--- src/rtl/mc_controller_ext_if.sv ---
// -----------------------------------------------------------------------------
// mc_controller_ext_if
//
// Bundle of signals between the multicycle MIPS controller and its datapath.
//
//   Instruction/status (datapath -> controller):
//     op[5:0], funct[5:0]   fields of the latched instruction register
//     zero                  ALU zero flag
//     mem_ready             memory access completes this cycle
//   Controls (controller -> datapath):
//     IorD, IRwrite, memwrite, memtoreg, regwrite, regdst, alusrcA, pcEn
//     alusrcB[1:0], pcsrc[1:0], alucontrol[ACW-1:0], zeroext
//   Status (controller -> observer):
//     fault                 one-cycle pulse (illegal opcode / watchdog)
//     state[3:0]            current FSM state code
//
// Modports:
//   master - the controller (drives controls, reads instruction/status)
//   slave  - the datapath side (drives instruction/status, reads controls)
// -----------------------------------------------------------------------------
interface mc_controller_ext_if #(
    parameter int ACW = 3
);
    logic [5:0]     op;
    logic [5:0]     funct;
    logic           zero;
    logic           mem_ready;

    logic           IorD;
    logic           IRwrite;
    logic           memwrite;
    logic           memtoreg;
    logic           regwrite;
    logic           regdst;
    logic           alusrcA;
    logic           pcEn;
    logic [1:0]     alusrcB;
    logic [1:0]     pcsrc;
    logic [ACW-1:0] alucontrol;
    logic           zeroext;
    logic           fault;
    logic [3:0]     state;

    modport master (
        input  op, funct, zero, mem_ready,
        output IorD, IRwrite, memwrite, memtoreg, regwrite, regdst, alusrcA,
               pcEn, alusrcB, pcsrc, alucontrol, zeroext, fault, state
    );

    modport slave (
        output op, funct, zero, mem_ready,
        input  IorD, IRwrite, memwrite, memtoreg, regwrite, regdst, alusrcA,
               pcEn, alusrcB, pcsrc, alucontrol, zeroext, fault, state
    );
endinterface

--- src/rtl/mc_controller_ext.sv ---
// -----------------------------------------------------------------------------
// mc_controller_ext
//
// Multicycle MIPS controller: main FSM plus ALU decoder. Supports lw, sw,
// R-type, beq, bne, addi and j; optionally andi/ori. Memory states (FETCH,
// MEMRD, MEMWR) can wait on a memory ready handshake guarded by a watchdog.
//
// Parameters:
//   ACW           alucontrol width (>= 3); bits above [2:0] are driven 0
//   MEM_HANDSHAKE 1: memory states wait for mem_ready; 0: mem_ready ignored
//   TIMEOUT       max consecutive wait cycles in one memory state; 0 = off
//
// Optional feature macro:
//   MC_CTRL_IMM_LOGIC_EN  when defined, andi (001100) / ori (001101) execute
//                         through IMMEX with zero-extended immediates; when
//                         undefined they are illegal opcodes and zeroext = 0.
//
// Ports:
//   clk    clock, all state on the rising edge
//   reset  synchronous, active-high
//   bus    mc_controller_ext_if.master (instruction fields, zero, mem_ready
//          in; datapath controls, fault pulse and debug state out)
// -----------------------------------------------------------------------------
module mc_controller_ext #(
    parameter int ACW           = 3,
    parameter int MEM_HANDSHAKE = 1,
    parameter int TIMEOUT       = 15
) (
    input  logic                   clk,
    input  logic                   reset,
    mc_controller_ext_if.master    bus
);

    // Watchdog counter must be able to hold TIMEOUT; keep at least one bit.
    localparam int CW_RAW = $clog2(TIMEOUT + 1);
    localparam int CW     = (CW_RAW < 1) ? 1 : CW_RAW;

    localparam logic [5:0] OP_RTYPE = 6'b000000;
    localparam logic [5:0] OP_J     = 6'b000010;
    localparam logic [5:0] OP_BEQ   = 6'b000100;
    localparam logic [5:0] OP_BNE   = 6'b000101;
    localparam logic [5:0] OP_ADDI  = 6'b001000;
    localparam logic [5:0] OP_ANDI  = 6'b001100;
    localparam logic [5:0] OP_ORI   = 6'b001101;
    localparam logic [5:0] OP_LW    = 6'b100011;
    localparam logic [5:0] OP_SW    = 6'b101011;

    localparam logic [5:0] FN_ADD   = 6'b100000;
    localparam logic [5:0] FN_SUB   = 6'b100010;
    localparam logic [5:0] FN_AND   = 6'b100100;
    localparam logic [5:0] FN_OR    = 6'b100101;
    localparam logic [5:0] FN_SLT   = 6'b101010;

    typedef enum logic [3:0] {
        S_FETCH   = 4'd0,
        S_DECODE  = 4'd1,
        S_MEMADR  = 4'd2,
        S_MEMRD   = 4'd3,
        S_MEMWB   = 4'd4,
        S_MEMWR   = 4'd5,
        S_EXECUTE = 4'd6,
        S_ALUWB   = 4'd7,
        S_BEQ     = 4'd8,
        S_ADDIEX  = 4'd9,
        S_IMMWB   = 4'd10,
        S_JUMP    = 4'd11,
        S_BNE     = 4'd12,
        S_IMMEX   = 4'd13
    } state_t;

    state_t          state_reg, state_next;
    logic [CW-1:0]   cnt_reg, cnt_next;
    logic            fault_reg, fault_next;

    logic            rdy;
    logic            wd_active;
    logic            timeout;
    logic            illegal;

    logic            iord_c, irwrite_c, memwrite_c, memtoreg_c;
    logic            regwrite_c, regdst_c, alusrca_c, pcen_c;
    logic [1:0]      alusrcb_c, pcsrc_c, aluop_c;
    logic [2:0]      alu3;
`ifdef MC_CTRL_IMM_LOGIC_EN
    logic            zeroext_c;
`endif

    // Without the handshake every memory access is assumed single-cycle.
    assign rdy = (MEM_HANDSHAKE != 0) ? bus.mem_ready : 1'b1;

    // Only states that talk to memory can wait and therefore time out.
    assign wd_active = (state_reg == S_FETCH) || (state_reg == S_MEMRD) ||
                       (state_reg == S_MEMWR);
    assign timeout   = (TIMEOUT != 0) && wd_active && !rdy &&
                       (cnt_reg == CW'(TIMEOUT));

    // -------------------------------------------------------------------------
    // State, watchdog counter and fault pulse registers
    // -------------------------------------------------------------------------
    always_ff @(posedge clk) begin
        if (reset) begin
            state_reg <= S_FETCH;
            cnt_reg   <= '0;
            fault_reg <= 1'b0;
        end else begin
            state_reg <= state_next;
            cnt_reg   <= cnt_next;
            fault_reg <= fault_next;
        end
    end

    // -------------------------------------------------------------------------
    // Next state and Moore control decode
    // -------------------------------------------------------------------------
    always_comb begin
        state_next = state_reg;
        illegal    = 1'b0;
        iord_c     = 1'b0;
        irwrite_c  = 1'b0;
        memwrite_c = 1'b0;
        memtoreg_c = 1'b0;
        regwrite_c = 1'b0;
        regdst_c   = 1'b0;
        alusrca_c  = 1'b0;
        pcen_c     = 1'b0;
        alusrcb_c  = 2'b00;
        pcsrc_c    = 2'b00;
        aluop_c    = 2'b00;
`ifdef MC_CTRL_IMM_LOGIC_EN
        zeroext_c  = 1'b0;
`endif

        case (state_reg)
            S_FETCH: begin
                // PC+4 and IR load only happen on the cycle the fetch lands.
                alusrcb_c = 2'b01;
                irwrite_c = rdy;
                pcen_c    = rdy;
                if (rdy)
                    state_next = S_DECODE;
            end
            S_DECODE: begin
                // ALU precomputes the branch target while the op is decoded.
                alusrcb_c = 2'b11;
                case (bus.op)
                    OP_LW, OP_SW: state_next = S_MEMADR;
                    OP_RTYPE:     state_next = S_EXECUTE;
                    OP_BEQ:       state_next = S_BEQ;
                    OP_BNE:       state_next = S_BNE;
                    OP_ADDI:      state_next = S_ADDIEX;
                    OP_J:         state_next = S_JUMP;
`ifdef MC_CTRL_IMM_LOGIC_EN
                    OP_ANDI, OP_ORI: state_next = S_IMMEX;
`endif
                    default: begin
                        illegal    = 1'b1;
                        state_next = S_FETCH;
                    end
                endcase
            end
            S_MEMADR: begin
                alusrca_c  = 1'b1;
                alusrcb_c  = 2'b10;
                state_next = (bus.op == OP_LW) ? S_MEMRD : S_MEMWR;
            end
            S_MEMRD: begin
                iord_c = 1'b1;
                if (rdy)
                    state_next = S_MEMWB;
                else if (timeout)
                    state_next = S_FETCH;
            end
            S_MEMWB: begin
                memtoreg_c = 1'b1;
                regwrite_c = 1'b1;
                state_next = S_FETCH;
            end
            S_MEMWR: begin
                // A timed-out write is abandoned: memwrite drops with the
                // move to FETCH.
                iord_c     = 1'b1;
                memwrite_c = 1'b1;
                if (rdy || timeout)
                    state_next = S_FETCH;
            end
            S_EXECUTE: begin
                alusrca_c  = 1'b1;
                aluop_c    = 2'b10;
                state_next = S_ALUWB;
            end
            S_ALUWB: begin
                regdst_c   = 1'b1;
                regwrite_c = 1'b1;
                state_next = S_FETCH;
            end
            S_BEQ: begin
                alusrca_c  = 1'b1;
                aluop_c    = 2'b01;
                pcsrc_c    = 2'b01;
                pcen_c     = bus.zero;
                state_next = S_FETCH;
            end
            S_BNE: begin
                alusrca_c  = 1'b1;
                aluop_c    = 2'b01;
                pcsrc_c    = 2'b01;
                pcen_c     = ~bus.zero;
                state_next = S_FETCH;
            end
            S_ADDIEX: begin
                alusrca_c  = 1'b1;
                alusrcb_c  = 2'b10;
                state_next = S_IMMWB;
            end
            S_IMMWB: begin
                regwrite_c = 1'b1;
                state_next = S_FETCH;
            end
            S_JUMP: begin
                pcsrc_c    = 2'b10;
                pcen_c     = 1'b1;
                state_next = S_FETCH;
            end
`ifdef MC_CTRL_IMM_LOGIC_EN
            S_IMMEX: begin
                alusrca_c  = 1'b1;
                alusrcb_c  = 2'b10;
                aluop_c    = 2'b11;
                zeroext_c  = 1'b1;
                state_next = S_IMMWB;
            end
`endif
            default: begin
                // Unused codes (and IMMEX when the feature is off) recover.
                state_next = S_FETCH;
            end
        endcase

        // Watchdog expiry in FETCH keeps the FSM in FETCH (already the case
        // above since rdy is low); in MEMRD/MEMWR it was redirected to FETCH.
    end

    // -------------------------------------------------------------------------
    // Watchdog counter: counts consecutive not-ready cycles within one visit
    // to a memory state; any state change, ready or expiry restarts it.
    // -------------------------------------------------------------------------
    always_comb begin
        cnt_next = '0;
        if ((TIMEOUT != 0) && wd_active && !rdy && !timeout &&
            (state_next == state_reg))
            cnt_next = cnt_reg + 1'b1;
    end

    assign fault_next = illegal | timeout;

    // -------------------------------------------------------------------------
    // ALU decoder
    // -------------------------------------------------------------------------
    always_comb begin
        alu3 = 3'b010;
        case (aluop_c)
            2'b00: alu3 = 3'b010;
            2'b01: alu3 = 3'b110;
            2'b10: begin
                case (bus.funct)
                    FN_ADD:  alu3 = 3'b010;
                    FN_SUB:  alu3 = 3'b110;
                    FN_AND:  alu3 = 3'b000;
                    FN_OR:   alu3 = 3'b001;
                    FN_SLT:  alu3 = 3'b111;
                    default: alu3 = 3'b000;
                endcase
            end
            default: alu3 = (bus.op == OP_ANDI) ? 3'b000 : 3'b001;
        endcase
    end

    // Widen the 3-bit ALU function to ACW bits with zero padding.
    genvar gi;
    generate
        for (gi = 0; gi < ACW; gi++) begin : g_aluc
            if (gi < 3) begin : g_lo
                assign bus.alucontrol[gi] = alu3[gi];
            end else begin : g_hi
                assign bus.alucontrol[gi] = 1'b0;
            end
        end
    endgenerate

    // -------------------------------------------------------------------------
    // Output drive
    // -------------------------------------------------------------------------
    assign bus.IorD     = iord_c;
    assign bus.IRwrite  = irwrite_c;
    assign bus.memwrite = memwrite_c;
    assign bus.memtoreg = memtoreg_c;
    assign bus.regwrite = regwrite_c;
    assign bus.regdst   = regdst_c;
    assign bus.alusrcA  = alusrca_c;
    assign bus.pcEn     = pcen_c;
    assign bus.alusrcB  = alusrcb_c;
    assign bus.pcsrc    = pcsrc_c;
    assign bus.fault    = fault_reg;
    assign bus.state    = state_reg;
`ifdef MC_CTRL_IMM_LOGIC_EN
    assign bus.zeroext  = zeroext_c;
`else
    assign bus.zeroext  = 1'b0;
`endif

endmodule

--- src/flat_wrapper.sv ---
// flat-port wrapper written by rule: the top's interface ports become plain ports
module mc_controller_ext_flat 
#(
    parameter int ACW           = 3,
    parameter int MEM_HANDSHAKE = 1,
    parameter int TIMEOUT       = 15
)
  (clk, reset, bus_op, bus_funct, bus_zero, bus_mem_ready, bus_IorD, bus_IRwrite, bus_memwrite, bus_memtoreg, bus_regwrite, bus_regdst, bus_alusrcA, bus_pcEn, bus_alusrcB, bus_pcsrc, bus_alucontrol, bus_zeroext, bus_fault, bus_state);
  mc_controller_ext_if #(.ACW(ACW)) bus_i ();
  input  logic clk;
  input  logic reset;
  input wire logic [$bits(bus_i.op)-1:0] bus_op;
  input wire logic [$bits(bus_i.funct)-1:0] bus_funct;
  input wire logic [$bits(bus_i.zero)-1:0] bus_zero;
  input wire logic [$bits(bus_i.mem_ready)-1:0] bus_mem_ready;
  output wire logic [$bits(bus_i.IorD)-1:0] bus_IorD;
  output wire logic [$bits(bus_i.IRwrite)-1:0] bus_IRwrite;
  output wire logic [$bits(bus_i.memwrite)-1:0] bus_memwrite;
  output wire logic [$bits(bus_i.memtoreg)-1:0] bus_memtoreg;
  output wire logic [$bits(bus_i.regwrite)-1:0] bus_regwrite;
  output wire logic [$bits(bus_i.regdst)-1:0] bus_regdst;
  output wire logic [$bits(bus_i.alusrcA)-1:0] bus_alusrcA;
  output wire logic [$bits(bus_i.pcEn)-1:0] bus_pcEn;
  output wire logic [$bits(bus_i.alusrcB)-1:0] bus_alusrcB;
  output wire logic [$bits(bus_i.pcsrc)-1:0] bus_pcsrc;
  output wire logic [$bits(bus_i.alucontrol)-1:0] bus_alucontrol;
  output wire logic [$bits(bus_i.zeroext)-1:0] bus_zeroext;
  output wire logic [$bits(bus_i.fault)-1:0] bus_fault;
  output wire logic [$bits(bus_i.state)-1:0] bus_state;
  assign bus_i.op = bus_op;
  assign bus_i.funct = bus_funct;
  assign bus_i.zero = bus_zero;
  assign bus_i.mem_ready = bus_mem_ready;
  assign bus_IorD = bus_i.IorD;
  assign bus_IRwrite = bus_i.IRwrite;
  assign bus_memwrite = bus_i.memwrite;
  assign bus_memtoreg = bus_i.memtoreg;
  assign bus_regwrite = bus_i.regwrite;
  assign bus_regdst = bus_i.regdst;
  assign bus_alusrcA = bus_i.alusrcA;
  assign bus_pcEn = bus_i.pcEn;
  assign bus_alusrcB = bus_i.alusrcB;
  assign bus_pcsrc = bus_i.pcsrc;
  assign bus_alucontrol = bus_i.alucontrol;
  assign bus_zeroext = bus_i.zeroext;
  assign bus_fault = bus_i.fault;
  assign bus_state = bus_i.state;
  mc_controller_ext #(.ACW(ACW), .MEM_HANDSHAKE(MEM_HANDSHAKE), .TIMEOUT(TIMEOUT)) u_core (.clk(clk), .reset(reset), .bus(bus_i));
endmodule
--- config.mk ---
export PLATFORM = sky130hd
export DESIGN_NAME = mc_controller_ext_flat
export DESIGN_NICKNAME = d
export VERILOG_FILES = /design/src/rtl/mc_controller_ext_if.sv /design/src/rtl/mc_controller_ext.sv /design/src/flat_wrapper.sv
export SDC_FILE = /design/constraint.sdc
export NUM_CORES = 1
export LEC_CHECK = 0
export ABC_AREA = 1
export ABC_CLOCK_PERIOD_IN_PS = 1500
export CAP_MARGIN = 20
export CORE_ASPECT_RATIO = 1.25
export CORE_MARGIN = 2
export CORE_UTILIZATION = 43
export CTS_CLUSTER_DIAMETER = 40
export DETAILED_ROUTE_END_ITERATION = 16
export PLACE_DENSITY = 0.84
export SYNTH_ARGS = -nofsm -noshare
export SYNTH_HDL_FRONTEND = slang
export SYNTH_SLANG_ARGS = --single-unit
--- constraint.sdc ---
create_clock -name clk -period 1.5 [get_ports clk]
set_input_delay 0.225 -clock clk [delete_from_list [all_inputs] [get_ports clk]]
set_output_delay 0.225 -clock clk [all_outputs]
set_load 0.03 [all_outputs]
== Yosys cells after proc, flatten, opt, wreduce, memory -nomap -nowiden ==
Cells that the tools add are included.
Word-level totals
  register bits after elaboration: 9
  bits of input ports: 16
  output and inout bits: 21
Operators by class
  add/sub/neg operators: 1
  equality and inequality tests: 27
  muxes and demuxes: 23
  bitwise operators: 3
  reductions and logical operators: 20
Operator list (count)
  $eq A6 B6 Y1 const B: 6
  $pmux W4 S7: 1
  $eq A4 B4 Y1 const B: 6
  $pmux W4 S6: 1
  $eq A4 B3 Y1 const B: 4
  $mux W4: 4
  $eq A6 B3 Y1 const B: 2
  $eq A6 B4 Y1 const B: 2
  $pmux W3 S4: 1
  $mux W1: 10
  $reduce_or A2 Y1: 5
  $pmux W3 S3: 1
  $eq A4 B2 Y1 const B: 2
  $pmux W2 S2: 2
  $reduce_or A7 Y1: 1
  $eq A6 B2 Y1 const B: 1
  $logic_not A6 Y1: 1
  $pmux W2 S3: 1
  $reduce_or A5 Y1: 1
  $add A4 B1 Y4 const B: 1
  $eq A4 B1 Y1 const B: 1
  $eq A4 B4 Y1: 1
  $logic_and A1 B1 Y1: 4
  $logic_not A4 Y1: 1
  other kinds (10): 14

== Longest topological paths before layout ==
  depth after elaboration: 12
  depth in mapped cells: 9

== Worst setup path before layout ==
OpenSTA, ideal clock, no wires.
  path type: register to output
  start point: register u_core.state_reg[2] (netlist: u_core.bus.state[2])
  end point: output bus_regwrite
  arrival time: 1885 ps
  data required time: 1275 ps
  slack: -610 ps
  cell stages (with the launch flop): 5
  cell sequence: dfxtp_1 -> nand2_1 -> nor3_1 -> nor2_1 -> o21ai_0
Between the ends
  longest elaborated chain between the ends: 3
  elaborated cells on any way between the ends: 5
RTL lines
  from (decl): line mc_controller_ext.sv:71  | state_t state_reg, state_next;
  from (signal assigned): line mc_controller_ext.sv:106  | state_reg <= state_next;
  $eq A4 B3 Y1 / $eq A4 B4 Y1 (equally long branches): line mc_controller_ext.sv:133  | case (state_reg)
  $reduce_or A3 Y1 (no line) *
  $mux W1 *: line mc_controller_ext.sv:133
  to (decl): line flat_wrapper.sv:20  | output wire logic [$bits(bus_i.regwrite)-1:0] bus_regwrite;
Every way passes the cells marked *; elsewhere a longest branch is shown, timed or not.

== Final worst setup path ==
  start point: register u_core.state_reg[3] (netlist: u_core.bus.state[3])
  end point: output bus_alusrcA
Between the ends
  longest elaborated chain between the ends: 3
  elaborated cells on any way between the ends: 7
RTL lines
  $eq A4 B4 Y1, or another cell as far along: line mc_controller_ext.sv:133
  $reduce_or A5 Y1 (no line) *
  $mux W1 *: line mc_controller_ext.sv:133
  to (decl): line flat_wrapper.sv:22  | output wire logic [$bits(bus_i.alusrcA)-1:0] bus_alusrcA;
Marked as above.

==> metrics.txt <==
fillcell total=52; Worst Hold Launch=u_core.cnt_reg[0]$_SDFF_PP0_; Syn Area/Cell=between 5 and 6 sq um; Root Driver=clkbuf_4; PnR worst setup slack=-0.187 ns; total power=0.000708 W; worst vdd ir=a little under 0.6 mV; Critical Path End Type=output pin; num ports=37; Worst-Skew Late Latency=0.27 ns; flops & latches, synth=9; hold_buf cts=0; ANT nets after route=0; initial detailed-routing violation count=56; max-cap violations=0; syn_nets=153; Distinct cells, synth=25; CTS Sinks=9; Die Ht=between 50 and 60 microns; gp weighted congestion=roughly 0.77; top cell type's share of synthesized area=a little under a quarter; Period minus WS final=approximately 1.7 ns; Die X=42.0 microns; core box area=between 0.0015 and 0.002 sq mm; ant diodes=0; post-layout util=a little over nine tenths; Leakage=around 0.84 nW; pre-CTS setup slack=-0.519 ns; Crit path required time=roughly 1.3 ns; GRT Overall Usage=around a third; top post-synthesis cells by area=dfxtp_1, nor2_1, inv_1; CTS tree=done; worst-path fanout max=4; start point of the critical path=u_core.bus.state[3]$_SDFF_PP0_; DP HPWL=approximately 2000 microns; largest net degree at the start of global routing=7; cell taking the most area after synthesis=dfxtp_1; CP startpoint kind=flop; clock buffer depth=2; Seq/Total Area, Yosys=between 20% and 30%; ratio of cells with drive above 1 in the final layout=48.3%; Synth Instances=approximately 140; WS Path Type=flop to output pin; Syn. warnings=0; nets=223; Final Setup Violations=14; Final Hold Viols=0; EDFF count, synth=0; Final Cycle Share=112%; DR WL/cell=roughly 20 microns; die footprint=~0.0022 sq mm; Post-synth top flop=dfxtp_1; r2r startpoint=u_core.bus.state[2]$_SDFF_PP0_; Fin Clk Skew=between 0.004 and 0.005 ns; DRT Pass-1 Iters=5; number of global-route vias before repair=roughly 1200; H-tree levels=1; hold crit path type=flop to flop; Async SR Flop Fraction=0%; initial antenna violation count=0; first-pass GRT wire length=5430 microns; Slew Viols, Final=0; worst reg2reg setup slack=-0.01 ns; Area Growth Syn to Fin=112%; port bufs=35; DR vias/cell=between 6 and 7; pwr dens=~430 mW/mm^2; Starting Density=45.0%; cts bufs inserted=3; CTS clk-pin slew, worst paths=approximately 0.070 ns; crit path DAT=about 1.5 ns; total global routing overflow=0; Max Freq=approximately 0.59 GHz; outcome=complete, but fails checks; via count=between 1000 and 1500; # DRC=0; failing checks=setup timing; total wire length=roughly 4600 microns; Site Rows=17; RSZ-0062 raised after global routing=true; Post-Syn Area=about 770 sq um
-- cells in the mapped netlist, types with 3 or more instances --
cell type	number
nand2_2	3
a21oi_1	8
inv_1	22
nand4_1	3
dfxtp_1	9
o21ai_0	3
nand2_1	21
nand3_1	15
inv_2	3
nor2_1	31
-- layer usage --
layer  wire length (microns)  vias up  global-route usage (%)
met2                    2240      107                    60.4
met5                       0        -                       0
met1                    1550      629                    33.7
met3                     348       54                    5.30
li1                        -      572                       -
met4                     446        0                    20.4
-- report_power, final --
part	switching (W)	internal, W	total, W
clock	0.000105	0.000103	0.000208
combinational	0.000142	0.000108	0.000250
sequential	0.00000697	0.000242	0.000249
total	0.000254	0.000454	0.000708
-- cell type report --
type,instances,area (sq um),area share [%]
Inverter,25,106,6.48
Sequential cell,9,190,11.6
Timing Repair Buffer,66,618,37.7
Clock buffer,4,26.3,1.60
Multi-Input combinational cell,101,676,41.2
Tap cell,19,23.8,1.45
-- repair_timing --
item / CTS / global route
resized for setup: 49 / 37
setup endpoints to repair: 16 / 19
buffers inserted: 11 / 5
pin swaps: 7 / 11
-- placed cells by master (no fill, tap or decap), types with 2 or more instances in the layout --
master            n
nand2_4           7
inv_4             3
a21oi_2           3
buf_4            26
buf_6            20
or2_4             2
nand3_4           2
dfxtp_1           5
dlymetal6s2s_1    2
nand2_2           3
a21oi_1           5
nand4_1           3
dfxtp_4           2
dfxtp_2           2
nor2_1           23
o21ai_2           3
nand3_2           4
dlygate4sd2_1     6
nor2_4            6
inv_1            15
nor2_2            3
nand3b_1          2
nand2_1          14
clkbuf_4          3
clkdlybuf4s50_1  12
inv_2             6
nand3_1          11
-- path summary, 6_finish.rpt --
check	to	cells after the start
min	u_core.cnt_reg[0]$_SDFF_PP0_	1
min reg2reg	u_core.cnt_reg[0]$_SDFF_PP0_	1
max reg2reg	u_core.cnt_reg[1]$_SDFF_PP0_	9
max	bus_alusrcA	8
-- logic make-up after synthesis --
kind of cell / Yosys count / synth area share (%)
adders and majority gates: 1 / 1.62
other: 1 / 0.484
DFF: 9 / 23.3
AOI/OAI and AO/OA: 15 / 11.1
and+or+nand+nor: 82 / 48.1
xor gates and xnor gates: 2 / 2.26
buffers and inverters: 26 / 13.1
-- per-stage QoR --
step | cell area, sq um | hold WS, ns | cells | setup TNS (ns)
2_1_floorplan | 813 | 0.287 | 136 | 0
3_5_place_dp | 1260 | 0.458 | 204 | -1.23
3_3_place_gp | 1260 | 0.431 | 204 | -1.05
5_1_grt | 1640 | 0.507 | 224 | -1.59
6_report | 1640 | 0.496 | 224 | -1.30
4_1_cts | 1470 | 0.469 | 219 | -0.336
-- worst max-delay path: stages, from the launching register on --
cell and delay, ns:
dfxtp_2 0.36, buf_6 0.13, buf_4 0.12, nand2_2 0.07, buf_6 0.13, nor2_4 0.10, nor2_2 0.04, nand2_1 0.09
buf_6 0.14
Power figures use the tool's default switching activity.
